### src/rtl/alu_sequencer.sv
// alu_sequencer: drives an external combinational 8-bit ALU through IDLE/EXEC/DONE.
// Build option: define ALU_SEQ_MULTISHIFT_EN for multi-cycle shift/rotate by inb[2:0];
// without it every shift/rotate is a single ALU step and no iteration counter exists.
module alu_sequencer #(
   parameter int unsigned MAX_SHAMT = 7
) (
   input  logic       clk,
   input  logic       rst,
   input  logic       start,
   input  logic [7:0] ina,
   input  logic [7:0] inb,
   input  logic [3:0] operation,
   output logic       ready,
   output logic [7:0] alu_ina,
   output logic [7:0] alu_inb,
   output logic [3:0] alu_op,
   input  logic [7:0] alu_out,
   input  logic       alu_cr,
   input  logic       alu_ov,
   input  logic       alu_ng,
   input  logic       alu_zr,
   output logic [7:0] result,
   output logic       cr,
   output logic       ov,
   output logic       ng,
   output logic       zr,
   output logic       err,
   output logic       result_valid,
   input  logic       result_ack
);

   localparam logic [3:0] OpAdd       = 4'b0010;
   localparam logic [3:0] OpLs        = 4'b0011;
   localparam logic [3:0] OpSrs       = 4'b0100;
   localparam logic [3:0] OpUrs       = 4'b0101;
   localparam logic [3:0] OpSub       = 4'b0110;
   localparam logic [3:0] OpRro       = 4'b1000;
   localparam logic [3:0] OpLro       = 4'b1001;
   localparam logic [3:0] OpLastValid = 4'b1001;

   // Shift count clamp; counts are 3 bits wide so anything above 7 saturates.
   localparam logic [2:0] ShamtLim = (MAX_SHAMT > 7) ? 3'd7 : 3'(MAX_SHAMT);

   typedef enum logic [1:0] {StIdle, StExec, StDone} state_e;

   state_e     state_q, state_d;
   logic [7:0] a_q, a_d;
   logic [7:0] b_q, b_d;
   logic [3:0] op_q, op_d;
   logic [7:0] result_q, result_d;
   logic       cr_q, cr_d, ov_q, ov_d, ng_q, ng_d, zr_q, zr_d, err_q, err_d;
   logic       shift_skip;
   logic       exec_last;

   function automatic logic is_shift(input logic [3:0] op);
      return (op == OpLs) || (op == OpSrs) || (op == OpUrs) || (op == OpRro) || (op == OpLro);
   endfunction

`ifdef ALU_SEQ_MULTISHIFT_EN
   logic [2:0] cnt_q, cnt_d;
   logic [2:0] req_n;

   assign req_n      = (inb[2:0] > ShamtLim) ? ShamtLim : inb[2:0];
   assign shift_skip = (req_n == 3'd0);
   assign exec_last  = !is_shift(op_q) || (cnt_q == 3'd1);

   // Iteration counter for multi-cycle shifts.
   always_ff @(posedge clk or posedge rst) begin
      if (rst) cnt_q <= 3'd0;
      else     cnt_q <= cnt_d;
   end
`else
   // A zero clamp turns shifts into pass-through even in single-step mode.
   assign shift_skip = (ShamtLim == 3'd0);
   assign exec_last  = 1'b1;
`endif

   // Next-state, datapath capture and ALU drive.
   always_comb begin
      state_d  = state_q;
      a_d      = a_q;
      b_d      = b_q;
      op_d     = op_q;
      result_d = result_q;
      cr_d     = cr_q;
      ov_d     = ov_q;
      ng_d     = ng_q;
      zr_d     = zr_q;
      err_d    = err_q;
      alu_ina  = 8'h00;
      alu_inb  = 8'h00;
      alu_op   = 4'h0;
`ifdef ALU_SEQ_MULTISHIFT_EN
      cnt_d    = cnt_q;
`endif
      case (state_q)
         StIdle: begin
            if (start) begin
               a_d  = ina;
               b_d  = inb;
               op_d = operation;
`ifdef ALU_SEQ_MULTISHIFT_EN
               cnt_d = req_n;
`endif
               if (operation > OpLastValid) begin
                  result_d = 8'h00;
                  err_d    = 1'b1;
                  cr_d     = 1'b0;
                  ov_d     = 1'b0;
                  ng_d     = 1'b0;
                  zr_d     = 1'b1;
                  state_d  = StDone;
               end else if (is_shift(operation) && shift_skip) begin
                  result_d = ina;
                  err_d    = 1'b0;
                  cr_d     = 1'b0;
                  ov_d     = 1'b0;
                  ng_d     = ina[7];
                  zr_d     = (ina == 8'h00);
                  state_d  = StDone;
               end else begin
                  state_d = StExec;
               end
            end
         end
         StExec: begin
            alu_ina = a_q;
            alu_inb = is_shift(op_q) ? 8'h00 : b_q;
            alu_op  = op_q;
            // Feed the partial result back for the next shift step.
            a_d     = alu_out;
`ifdef ALU_SEQ_MULTISHIFT_EN
            cnt_d   = cnt_q - 3'd1;
`endif
            if (exec_last) begin
               result_d = alu_out;
               err_d    = 1'b0;
               ng_d     = alu_ng;
               zr_d     = alu_zr;
               cr_d     = ((op_q == OpAdd) || (op_q == OpSub)) ? alu_cr : 1'b0;
               ov_d     = ((op_q == OpAdd) || (op_q == OpSub)) ? alu_ov : 1'b0;
               state_d  = StDone;
            end
         end
         StDone: begin
            if (result_ack) state_d = StIdle;
         end
         default: state_d = StIdle;
      endcase
   end

   // State and result registers.
   always_ff @(posedge clk or posedge rst) begin
      if (rst) begin
         state_q  <= StIdle;
         a_q      <= 8'h00;
         b_q      <= 8'h00;
         op_q     <= 4'h0;
         result_q <= 8'h00;
         cr_q     <= 1'b0;
         ov_q     <= 1'b0;
         ng_q     <= 1'b0;
         zr_q     <= 1'b1;
         err_q    <= 1'b0;
      end else begin
         state_q  <= state_d;
         a_q      <= a_d;
         b_q      <= b_d;
         op_q     <= op_d;
         result_q <= result_d;
         cr_q     <= cr_d;
         ov_q     <= ov_d;
         ng_q     <= ng_d;
         zr_q     <= zr_d;
         err_q    <= err_d;
      end
   end

   assign ready        = (state_q == StIdle);
   assign result_valid = (state_q == StDone);
   assign result       = result_q;
   assign cr           = cr_q;
   assign ov           = ov_q;
   assign ng           = ng_q;
   assign zr           = zr_q;
   assign err          = err_q;

endmodule

### config.mk
export PLATFORM = sky130hd
export DESIGN_NAME = alu_sequencer
export DESIGN_NICKNAME = d
export VERILOG_FILES = /design/src/rtl/alu_sequencer.sv
export SDC_FILE = /design/constraint.sdc
export NUM_CORES = 1
export LEC_CHECK = 0
export CAP_MARGIN = 20
export CORE_ASPECT_RATIO = 0.5
export CORE_MARGIN = 5
export CORE_UTILIZATION = 35
export DETAILED_ROUTE_END_ITERATION = 6
export PLACE_DENSITY = 0.77
export SLEW_MARGIN = 5
export SYNTH_ARGS = -nofsm -noshare
export SYNTH_HDL_FRONTEND = slang
export SYNTH_SLANG_ARGS = --single-unit
export TNS_END_PERCENT = 100
### constraint.sdc
create_clock -name clk -period 1.7 [get_ports clk]
set_input_delay 0.51 -clock clk [delete_from_list [all_inputs] [get_ports clk]]
set_output_delay 0.51 -clock clk [all_outputs]
set_load 0.005 [all_outputs]
After elaboration in Yosys (flattened, before gate mapping)
Index checks and enable logic that the tools add are counted.
{ "op_classes": {"reduce_logical": 11, "n_shift": 0, "n_mux": 24, "div": 0, "n_lt_le_gt_ge": 1, "n_addsub": 0, "multipliers": 0, "eq_ne": 12, "bitwise_logic": 0} }
{ "op_table": {"columns": ["cell", "count"], "rows": [
  ["2-to-1 mux 8 bit", 6],
  ["one-hot mux 8 bit (2 select lines)", 2],
  ["== test 4 x 3 -> 1 bit, second input constant", 3],
  ["one-hot mux 1 bit (2 select lines)", 5],
  ["== test 4 x 2 -> 1 bit, second input constant", 2],
  ["== test 4 bit, second input constant", 2],
  ["2-to-1 mux 1 bit", 6],
  ["2-to-1 mux 2 bit", 3],
  ["one-hot mux 2 bit (3 select lines)", 1],
  ["AND reduction 2 bit", 3],
  ["logical OR 1 bit", 5],
  ["greater-than comparator 4 bit, second input constant", 1],
  ["2-to-1 mux 4 bit", 1],
  ["inequality test 2 x 1 -> 1 bit, second input constant", 2],
  ["AND reduction 3 bit", 1],
  ["== test 2 x 1 -> 1 bit, second input constant", 1],
  ["== test 2 bit, second input constant", 1],
  ["logical NOT 2 bit", 1],
  ["inequality test 2 bit, second input constant", 1],
  ["nonzero test 2 bit", 1]
]} }
{ "word_totals": {"latch_bits": 0, "mem_bits_rw": 0, "regBits": 35, "elab_cells": 58, "output_inout_bits": 35, "inputBits": 36, "rom_bits": 0, "n_memories": 0} }

Depth between registers and ports, before layout
Gate-level depths: netlist (run 1).
{ "logic_depth": {"ltp_word": 7, "depth_mapped": 5, "depth_no_buf": 3} }

Worst setup path before layout (run 1)
Ideal clock, no wire load.
{ "synth_timing": {"path_kind": "reg2out", "start": "reg state_q[0]", "end": "out alu_ina[5]", "stages_incl_launch_ff": 5, "path_buffers": 2, "t_required_ns": 1.190, "slack_ns": 0.126, "arrival_ns": 1.064, "path_cell_list": "dfrtp_1 and2b_1 buf_4 buf_4 and2_1"} }
{ "synth_between": {"elab_chain_cells": 2} }
{ "synth_rtl": {"columns": ["item", "line_no", "rtl"], "rows": [
  ["start: declaration", "46", "state_e state_q, state_d;"],
  ["start signal: assignment", "155", "state_q <= StIdle;"],
  ["start signal: assignment", "166", "state_q <= state_d;"],
  ["== test 2 x 1 -> 1 bit", "96", "case (state_q)"],
  ["2-to-1 mux 8 bit", "96", null],
  ["end: declaration", "14", "output logic [7:0] alu_ina,"]
]} }
Every way passes these cells.

Worst setup path after layout (run 1)
{ "layout_timing": {"start": "reg op_q[1]", "end": "out alu_inb[7]"} }
{ "layout_between": {"elab_chain_cells": 7, "word_cells_on_any_way": 11, "classes_between": "eq/ne: 5; mux: 2; reduce/logical: 4"} }
{ "layout_rtl": {"columns": ["item", "line_no", "rtl"], "rows": [
  ["start: declaration", "49", "logic [3:0] op_q, op_d;"],
  ["start signal: assignment", "169", "op_q <= op_d;"],
  ["== test 4 x 2 -> 1 bit or == test 4 x 3 -> 1 bit (tied branches)", "56", "return (op == OpLs) || (op == OpSrs) || (op == OpUrs) || (op == OpRro) || (op == OpLro);"],
  ["logical OR 1 bit (3 in series)", "56", null],
  ["logical OR 1 bit (*)", "56", null],
  ["2-to-1 mux 8 bit (*)", "128", "alu_inb = is_shift(op_q) ? 8'h00 : b_q;"],
  ["2-to-1 mux 8 bit (*)", "96", null],
  ["end: declaration", "15", "output logic [7:0] alu_inb,"]
]} }
Every way passes the cells marked *; elsewhere a longest branch is shown, timed or not.

==> results of run 1 <==
## flip-flops by register name, indices dropped and copies added (netlist names)
| register | count |
|---|---|
| result | 8 |
| ng | 1 |
| err | 1 |
| zr | 1 |
| cr | 1 |
| op_q | 4 |
| b_q | 8 |
| a_q | 8 |
| state_q | 2 |
| ov | 1 |
## kinds of logic after synthesis
family | Yosys count | share of synthesized area
mux | 12 | 0.08295
buf+inv | 13 | 0.04147
simple gates | 55 | 0.1843
flops | 35 | 0.5384
compound gates | 36 | 0.1528
## cell type report
| class | count | area [um2] | share of cell area |
|---|---|---|---|
| Clock buffer | 6 | 82.58 | 0.02831 |
| Clock inverter | 2 | 35.03 | 0.01201 |
| Inverter | 4 | 15.01 | 0.005148 |
| Multi-Input combinational cell | 103 | 782.0 | 0.2681 |
| Sequential cell | 35 | 877.1 | 0.3007 |
| Tap cell | 57 | 71.32 | 0.02445 |
| Timing Repair Buffer | 104 | 1054 | 0.3612 |
## layout by cell type (no fill, tap or decap), types with 3 or more instances in the layout
| cell | count |
|---|---|
| nor2_1 | 11 |
| nand3_1 | 8 |
| and2_1 | 8 |
| clkdlybuf4s50_1 | 43 |
| and2_4 | 12 |
| buf_4 | 17 |
| dlymetal6s2s_1 | 4 |
| buf_12 | 3 |
| o21ai_0 | 4 |
| a31oi_1 | 7 |
| dfrtp_1 | 34 |
| o21ai_1 | 4 |
| nand2_1 | 7 |
| buf_2 | 9 |
| buf_6 | 23 |
| a22o_1 | 11 |
| clkbuf_8 | 6 |
| mux2_4 | 11 |
| inv_1 | 3 |
## how the worst max path moves through the flow
| stage | start | to | slack [ns] |
|---|---|---|---|
| detailed placement | op_q[1]$_DFFE_PP0P_ | alu_inb[0] | -0.29 |
| global route | op_q[2]$_DFFE_PP0P_ | alu_inb[0] | -0.40 |
| CTS | op_q[2]$_DFFE_PP0P_ | alu_inb[0] | -0.34 |
| finish | op_q[1]$_DFFE_PP0P_ | alu_inb[7] | -0.34 |
| floorplan | state_q[0]$_DFFE_PP0P_ | alu_ina[5] | 0.13 |
| global placement | op_q[1]$_DFFE_PP0P_ | alu_inb[0] | -0.28 |
## metal layers
layer,wire [um],up-vias
li1,-,733
met4,104,0
met1,2318,772
met2,2748,40
met5,0,-
met3,207,11
## power by group
part	switching (uW)	internal [uW]
clock network	319	475
registers	177	1150
logic	636	1050
total	1130	2680
## worst max-delay path, cell delays in order (launching register included)
cell      delay, ns
dfrtp_1        0.38
buf_4          0.15
nand2b_1       0.16
a21oi_2        0.17
buf_6          0.14
buf_6          0.09
nor2_1         0.04
buf_2          0.12
## through the flow
step                      utilization  cells  total power (uW)  worst slack [ns]  area (um2)
after CTS                      0.6257    308              3623           -0.3357        2781
after global placement         0.5705    289              2607           -0.2789        2536
after floorplan                     -    151              1889            0.1256        1629
after global routing           0.6561    311              4004           -0.4021        2917
final                          0.6561    311              3808           -0.3418        2917
after detailed placement       0.5705    289              2654           -0.2921        2536
## synthesized netlist by cell type
master / count
nor2_1: 12
o21ai_2: 1
and2b_1: 1
nand3b_1: 1
o21ai_1: 4
nand2b_1: 3
nand2_1: 7
a31oi_1: 7
inv_1: 4
o22ai_1: 2
a21oi_1: 3
or3b_1: 1
and2_1: 20
clkbuf_1: 2
o21ai_0: 4
dfrtp_1: 34
nor2_2: 1
buf_4: 4
nor4b_2: 1
o21bai_1: 1
o211a_1: 1
o31ai_1: 1
nand3_1: 8
dfstp_2: 1
o21a_1: 1
mux2_1: 1
buf_2: 3
mux2_2: 11
a22o_1: 11
## what timing repair did
item | CTS | global route
pin swaps | 15 | 6
endpoints found under the setup margin | 23 | 40
gates cloned | 1 | 1
buffers inserted | 10 | 2
endpoints found under the hold margin | 0 | 0
resized for setup | 120 | 29
hold buffers | 0 | 0
==> out/metrics.csv, run 1 <==
metric,value,unit
outcome,"finished, violations left",
failing checks,negative setup slack,
layout cells sized above 1,0.3898,
R2R Setup Slk,-0.14,ns
pin count of the biggest net entering global routing,36,
vias post-DR,1556,
M2 GR Usage,0.2997,
CTS tree,done,
final hold vios,0,
Max rail drop VDD,0.0004445,V
clk_lat worst skew,0.29,ns
sequential area share after synthesis,0.5384,
IO buf count,70,
Setup CP Type,reg2out,
CP Data Arrival Time,1.53,ns
final WL,5379,um
GRT Overall Usage,0.1673,
share of the synthesized area in the top cell type,0.5223,
CP required,1.19,ns
fillcell total,323,
# H-tree levels,2,
Crit Path Max Fanout,5,
Tcrit/Tclk final,1.201,
DRC,0,
Max Fclk,489.8,MHz
Hold WC Path Type,reg2reg,
drt first pass iters,4,
first-pass GRT wire length,8100,um
hpwl dp,3543,um
initial antenna violation count,0,
Initial Util,0.3665,
pwr/cell area,1306,nW/um2
worst r2r src,state_q[1]$_DFFE_PP0P_,
register bit total from synthesis,35,
core area,4446,um2
Ys Warns,0,
Top Usage Layer GRT,met2,
Setup TNS,-6.051,ns
num rows,17,
full die area,6201,um2
vias in the first global route,1615,
# diodes,0,
clock sinks,35,
Layout Nets,289,
Avg Vias per Cell,5.003,
die height,58.24,um
hold wc startpoint,zr$_DFFE_PP1P_,
violation count after the first detailed-route iteration,85,
CTS buffer count,5,
io pins,71,
RSZ-0062 raised after global routing,true,
P&R area growth vs syn,79.03,%
drt wl/cell,17.30,um
worst-case reg-to-reg path depth,8,
Max Buffers Root-to-Sink,2,
Slew @ Worst Pin,0.3666,ns
Mapped Area,1629,um2
Setup-failing EPs final,33,
Syn Inst Count,151,
worst reg2reg endpoint,b_q[7]$_DFFE_PP0P_,
Pleak,0.001412,uW
post-synth cell types,29,
final slew viol count,0,
WHS Path Cells,2,
Post-Syn Nets,187,
clock slew at reported path FFs,0.08,ns
Placer Congestion,0.7262,
"area leader, netlist",dfrtp_1,
Tmin final,2.042,ns
Root Driver,clkbuf_8,
MaxCap Viol Count,0,
Hold WS,0.4708,ns
Worst Hold End,zr$_DFFE_PP1P_,
met1 Track Usage GR,0.1937,
top post-synthesis cells by area,"dfrtp_1 52%, and2_1 7.7%, mux2_2 7.6%",
Detail Route Antenna Nets,0,
met3 GRT Util,0.04672,
final worst slack,-0.3418,ns
Die Wd,106.5,um
clock skew,0.01128,ns
GRT overflow,0,
Critical Path Start Type,flop,
syn avg cell area,10.79,um2
Crit. End Element,output port,
worst relative slew slack,0.7549,
(Power assumes the default switching activity.)
==> run 2, diff against run 1 <==
- CORE_MARGIN: 5 -> 10
==> run 2 against run 1 <==
Compared with the run above:
- the run still ends with negative setup slack left
- largest power group unchanged
- maximum frequency rose by 1.9%
- final cell count fell by 0.96%
- die area grew 28%
- clock power fell by 26%
- combinational power shrank 10%
- global-route usage is 3.9 points lower
==> out/metrics.csv, run 2 (same netlist as run 1, synthesis figures left out) <==
metric,value,unit
outcome,"finished, violations left",
failing checks,negative setup slack,
Detail Route Antenna Nets,0,
clock skew,0.006786,ns
Comb pwr share,0.441,
CTS tree,done,
num rows,17,
GRT overflow,0,
final hold vios,0,
R2R Setup Slk,0.05,ns
Placer Congestion,0.7687,
worst-case reg-to-reg path depth,7,
Tcrit/Tclk final,1.178,
DP Area,2544,um2
# H-tree levels,2,
Slew @ Worst Pin,0.5311,ns
violation count after the first detailed-route iteration,86,
worst r2r src,state_q[1]$_DFFE_PP0P_,
pin count of the biggest net entering global routing,36,
clock group share of total power,0.169,
hold wc startpoint,zr$_DFFE_PP1P_,
worst relative slew slack,0.6452,
CP Data Arrival Time,1.49,ns
Critical Path Start Type,flop,
io pins,71,
most frequent cells in the layout,"41 x clkdlybuf4s50_1, 34 x dfrtp_1, 19 x buf_6, 19 x buf_4",
Layout Nets,286,
internal power,2370,uW
Die Wd,116.5,um
CP required,1.19,ns
die height,68.24,um
hold_buf cts,0,
core area,4446,um2
worst reg2reg endpoint,b_q[6]$_DFFE_PP0P_,
Setup CP Type,reg2out,
Max rail drop VDD,0.0005241,V
fillcell total,334,
clock sinks,35,
final instance area,2799,um2
Max Fclk,499.3,MHz
Crit. End Element,output port,
P&R area growth vs syn,71.81,%
clock slew at reported path FFs,0.07,ns
RSZ-0062 raised after global routing,true,
CTS buffer count,5,
Pleak,0.001353,uW
Max Buffers Root-to-Sink,2,
final worst slack,-0.3028,ns
switch share,0.3115,
"most common cell after layout, fill and taps aside",clkdlybuf4s50_1,
Avg Vias per Cell,5.016,
vias in the first global route,1570,
MaxCap Viol Count,0,
DRC,0,
drt first pass iters,4,
first-pass GRT wire length,7928,um
full die area,7949,um2
clk_lat worst skew,0.28,ns
vias post-DR,1545,
Tmin final,2.003,ns
Root Driver,clkbuf_8,
Initial Util,0.3665,
layout cells sized above 1,0.3865,
Crit Path Max Fanout,4,
Hold WC Path Type,reg2reg,
register area,877.1,um2
GRT Overall Usage,0.1281,
IO buf count,70,
total power,3442,uW
final slew viol count,0,
Worst Hold End,zr$_DFFE_PP1P_,
hpwl dp,3756,um
WHS Path Cells,2,
drt wl/cell,17.15,um
initial antenna violation count,0,
area of the multi-input gates,767.0,um2
pwr/cell area,1230,nW/um2
# diodes,0,
Flop pwr share,0.389,
Setup-failing EPs final,21,
final WL,5282,um
Net Switching,1072,uW
[run 2: cell count changes in the layout (fill, tap and decap cells not counted), sizes merged]
| cell | delta |
|---|---|
| clkinv | -1 |
| buf | -2 |
| clkdlybuf4s50 | -2 |
| clkbuf | +1 |
| bufinv | -1 |
| dlymetal6s2s | +2 |
[run 2: power groups by stage]
| stage | logic [uW] | registers (uW) | clock network [uW] |
|---|---|---|---|
| final | 1520 | 1340 | 583 |
| after detailed placement | 1350 | 1320 | 0 |
| after global placement | 1320 | 1300 | 0 |
| after CTS | 1430 | 1320 | 589 |
| after floorplan | 567 | 1320 | 0 |
| after global routing | 1650 | 1380 | 642 |
[run 2: layout make-up]
type                       count  share of cell area
timing repair buffer         101              0.3532
sequential                    35              0.3134
multi-input combinational    103              0.2740
clock buffer                   8             0.02861
tap                           57             0.02548
inverter                       4            0.005364
[run 2: what timing repair did]
item                                    CTS  global route
endpoints found under the setup margin   23            28
buffers inserted                          5             5
resized for setup                       110            30
cloned                                    1             0
pin swaps                                20             2
[run 2: worst max-delay path, cell delays in order (launching register included)]
cell and delay [ns]:
dfrtp_1 0.38, buf_4 0.15, nand3b_1 0.14, a21oi_1 0.13, buf_4 0.15, buf_4 0.11
nor2_1 0.03, buf_2 0.12
[run 2: per-layer routing]
metal | part of all wire | track usage | wire, um | up-vias
met4 | 0.018 | 0.04644 | 97 | 0
met2 | 0.53 | 0.2299 | 2821 | 37
li1 | - | - | - | 728
met1 | 0.39 | 0.1406 | 2037 | 772
met5 | 0 | 0 | 0 | -
met3 | 0.062 | 0.04450 | 326 | 8
[run 2: stage by stage]
step | utilization | hold WS [ns] | TNS, ns | setup WS [ns] | cells
detailed placement | 0.5722 | 0.4578 | -9.144 | -0.3110 | 290
global placement | 0.5722 | 0.4469 | -8.005 | -0.2835 | 290
CTS | 0.6051 | 0.4661 | -4.421 | -0.3059 | 303
global route | 0.6296 | 0.4881 | -5.782 | -0.3766 | 308
floorplan | - | 0.4418 | 0 | 0.1256 | 151
finish | 0.6296 | 0.4647 | -4.556 | -0.3028 | 308
[run 2: worst max path at each step]
stage                      startpoint  depth (start not counted)          to
3_5_place_dp      op_q[1]$_DFFE_PP0P_                          4  alu_inb[0]
3_3_place_gp      op_q[1]$_DFFE_PP0P_                          4  alu_inb[0]
6_report          op_q[2]$_DFFE_PP0P_                          7  alu_inb[1]
4_1_cts           op_q[2]$_DFFE_PP0P_                          5  alu_inb[0]
2_1_floorplan  state_q[0]$_DFFE_PP0P_                          4  alu_ina[5]
5_1_grt           op_q[2]$_DFFE_PP0P_                          7  alu_inb[4]
==> run 3, diff against run 2 <==
- ABC_AREA: unset -> 1
==> run 3 against run 2 <==
Compared with the run above:
- the flow still finishes with violations (negative setup slack)
- first-iteration DRC count rose by 23%
- global-route usage rose by 1.2 points
- total power is 8.9% higher
- via count up 16%
- clock skew is 0.0062 ns higher
- sequential power fell by 4%
- sequential share of layout area is 1.7 points lower
- maximum frequency grew 5.2%
- utilization increased by 4.7 points
- area after synthesis fell by 2.8%
==> out/metrics.csv, run 3 <==
metric,value,unit
worst reg2reg endpoint,a_q[5]$_DFFE_PP0P_,
final slew viol count,0,
Post-Syn Nets,235,
Detail Route Antenna Nets,0,
Flop pwr share,0.345,
CP required,1.19,ns
GRT overflow,0,
num rows,17,
"area leader, netlist",dfrtp_1,
worst-case reg-to-reg path depth,10,
post-synth cell types,19,
final hold vios,0,
first-pass GRT wire length,8825,um
CTS tree,done,
syn avg cell area,7.954,um2
Avg Vias per Cell,4.937,
worst r2r src,state_q[1]$_DFFE_PP0P_,
Max Fclk,525.4,MHz
sequential area share after synthesis,0.5542,
drt first pass iters,4,
# diodes,0,
P&R area growth vs syn,87.19,%
Die Wd,115.1,um
R2R Setup Slk,0.04,ns
critical path's top delay family,flip-flops,
Setup-failing EPs final,20,
pin count of the biggest net entering global routing,36,
WHS Path Cells,2,
ys flop type,dfrtp_1,
GRT Overall Usage,0.1399,
clock slew at reported path FFs,0.08,ns
Placer Congestion,0.8572,
CP Data Arrival Time,1.39,ns
top post-synthesis cells by area,"dfrtp_1 54%, nand2_1 19%, nor2_1 5.9%",
Layout Nets,342,
Net Switching,1365,uW
share of the synthesized area in the top cell type,0.5375,
most frequent cell after synthesis,nand2_1,
hold wc startpoint,ng$_DFFE_PP0P_,
asr flop ratio synth,1.000,
most frequent cells in the layout,"73 x nand2_1, 39 x clkdlybuf4s50_1, 34 x dfrtp_1, 22 x buf_4, 19 x nor2_4",
"Cell Chain, Critical Path",inv_2 -> nand2_4 -> o21ai_4 -> buf_12 -> nor2_4 -> buf_2,
Mapped Area,1583,um2
violation count after the first detailed-route iteration,106,
final WL,6427,um
Worst Hold End,ng$_DFFE_PP0P_,
clock group share of total power,0.200,
clk_lat worst skew,0.29,ns
hpwl dp,3807,um
"most common cell after layout, fill and taps aside",nand2_1,
Syn Inst Count,199,
clock skew,0.01295,ns
full die area,7775,um2
Crit Path Max Fanout,6,
pwr/cell area,1265,nW/um2
pre-CTS WS,-0.3768,ns
failing checks,negative setup slack,
CP max-delay cell,dfrtp_1,
internal power,2384,uW
io pins,71,
crit path buf inv count,3,
MaxCap Viol Count,0,
clock sinks,35,
Setup CP Type,reg2out,
final worst slack,-0.2035,ns
register bit total from synthesis,35,
IO buf count,70,
Max Buffers Root-to-Sink,2,
Tmin final,1.903,ns
Crit. End Element,output port,
Pleak,0.001569,uW
CTS buffer count,5,
Initial Util,0.3612,
Tcrit/Tclk final,1.120,
die height,67.55,um
Slew @ Worst Pin,0.3233,ns
vias in the first global route,1798,
Critical Path Max Stage Delay,0.43,ns
Hold WC Path Type,reg2reg,
outcome,"finished, violations left",
initial antenna violation count,0,
Critical Path Start Type,flop,
Setup TNS,-2.805,ns
Root Driver,clkbuf_8,
"top cells by count, synth","82 x nand2_1, 34 x dfrtp_1, 25 x nor2_1",
Post-Route Utilization,0.6762,
drt wl/cell,17.66,um
Comb pwr share,0.455,
vias post-DR,1797,
core area,4382,um2
Max rail drop VDD,0.0006407,V
RSZ-0062 raised after global routing,true,
layout cells sized above 1,0.3550,
worst relative slew slack,0.7828,
DRC,0,
Ys Warns,0,
# H-tree levels,2,
number of flops mapped to enable cells by yosys,0,
switch share,0.3641,
## run 3: changes by cell type in the layout (fill, tap and decap cells not counted), sizes merged, moves of 3 or more
| cell | before | now |
|---|---|---|
| a31oi | 7 | 0 |
| and2 | 20 | 0 |
| a22o | 11 | 0 |
| nand2 | 7 | 86 |
| nor2 | 13 | 26 |
| o211ai | 0 | 5 |
| buf | 52 | 57 |
| mux2 | 12 | 0 |
| inv | 4 | 19 |
| nand2b | 3 | 0 |
| clkbuf | 9 | 6 |
## run 3: metal layers
layer / share of wire / vias up / track usage
met5: 0 / - / 0
met4: 0.018 / 0 / 0.03528
met3: 0.072 / 14 / 0.03537
met2: 0.52 / 71 / 0.2709
met1: 0.39 / 887 / 0.1512
li1: - / 825 / -
## run 3: what timing repair did
action,4_1_cts,5_1_grt
gates cloned,2,2
resized for setup,139,38
hold buffers,0,0
pin swaps,8,8
endpoints found under the setup margin,24,44
setup buffers,11,5
## run 3: kinds of logic (layout without fill, tap and decap cells)
| family | Yosys count | after routing | share of synthesized area |
|---|---|---|---|
| and+or+nand+nor | 121 | 122 | 0.3043 |
| AOI/OAI and AO/OA | 17 | 17 | 0.06166 |
| buffers and inverters | 26 | 133 | 0.07984 |
| DFF | 35 | 35 | 0.5542 |
## run 3: area by class of cell
type	instances	area, um2
multi-input combinational	139	813.3
inverter	19	78.83
clock inverter	3	43.79
sequential	35	877.1
clock buffer	5	68.82
timing repair buffer	106	1010
fill	314	1419
tap	57	71.32
## run 3: power groups by stage
| stage | combinational, uW | sequential, uW | clock, uW |
|---|---|---|---|
| final | 1700 | 1290 | 750 |
| after global routing | 1830 | 1320 | 801 |
| after CTS | 1470 | 1280 | 755 |
| after detailed placement | 1190 | 1280 | 0 |
| after global placement | 1160 | 1260 | 0 |
| after floorplan | 510 | 1260 | 0 |
## run 3: how the worst max path moves through the flow
stage / from / end / slack [ns] / cells after the start
after floorplan: state_q[1]$_DFFE_PP0P_ / alu_ina[0] / 0.24 / 5
after global placement: op_q[3]$_DFFE_PP0P_ / alu_inb[6] / -0.33 / 5
after detailed placement: op_q[3]$_DFFE_PP0P_ / alu_inb[6] / -0.38 / 5
after CTS: state_q[1]$_DFFE_PP0P_ / alu_inb[6] / -0.17 / 7
after global routing: state_q[1]$_DFFE_PP0P_ / alu_inb[1] / -0.27 / 6
final: op_q[3]$_DFFE_PP0P_ / alu_inb[7] / -0.20 / 6
## run 3: through the flow
stage | std cells | power (uW) | instance area, um2 | hold slack (ns)
2_1_floorplan | 199 | 1767 | 1583 | 0.4492
3_3_place_gp | 339 | 2420 | 2477 | 0.4561
3_5_place_dp | 339 | 2467 | 2477 | 0.4620
4_1_cts | 360 | 3499 | 2764 | 0.4730
5_1_grt | 364 | 3957 | 2963 | 0.4908
6_report | 364 | 3748 | 2963 | 0.4789
## run 3: worst register-to-register path: cells and delay by family (launching register included)
family                 cells  cell delay (ns)
and+or+nand+nor            3             0.24
DFF                        1             0.40
AOI/OAI and AO/OA          1             0.16
buffers and inverters      6             0.77
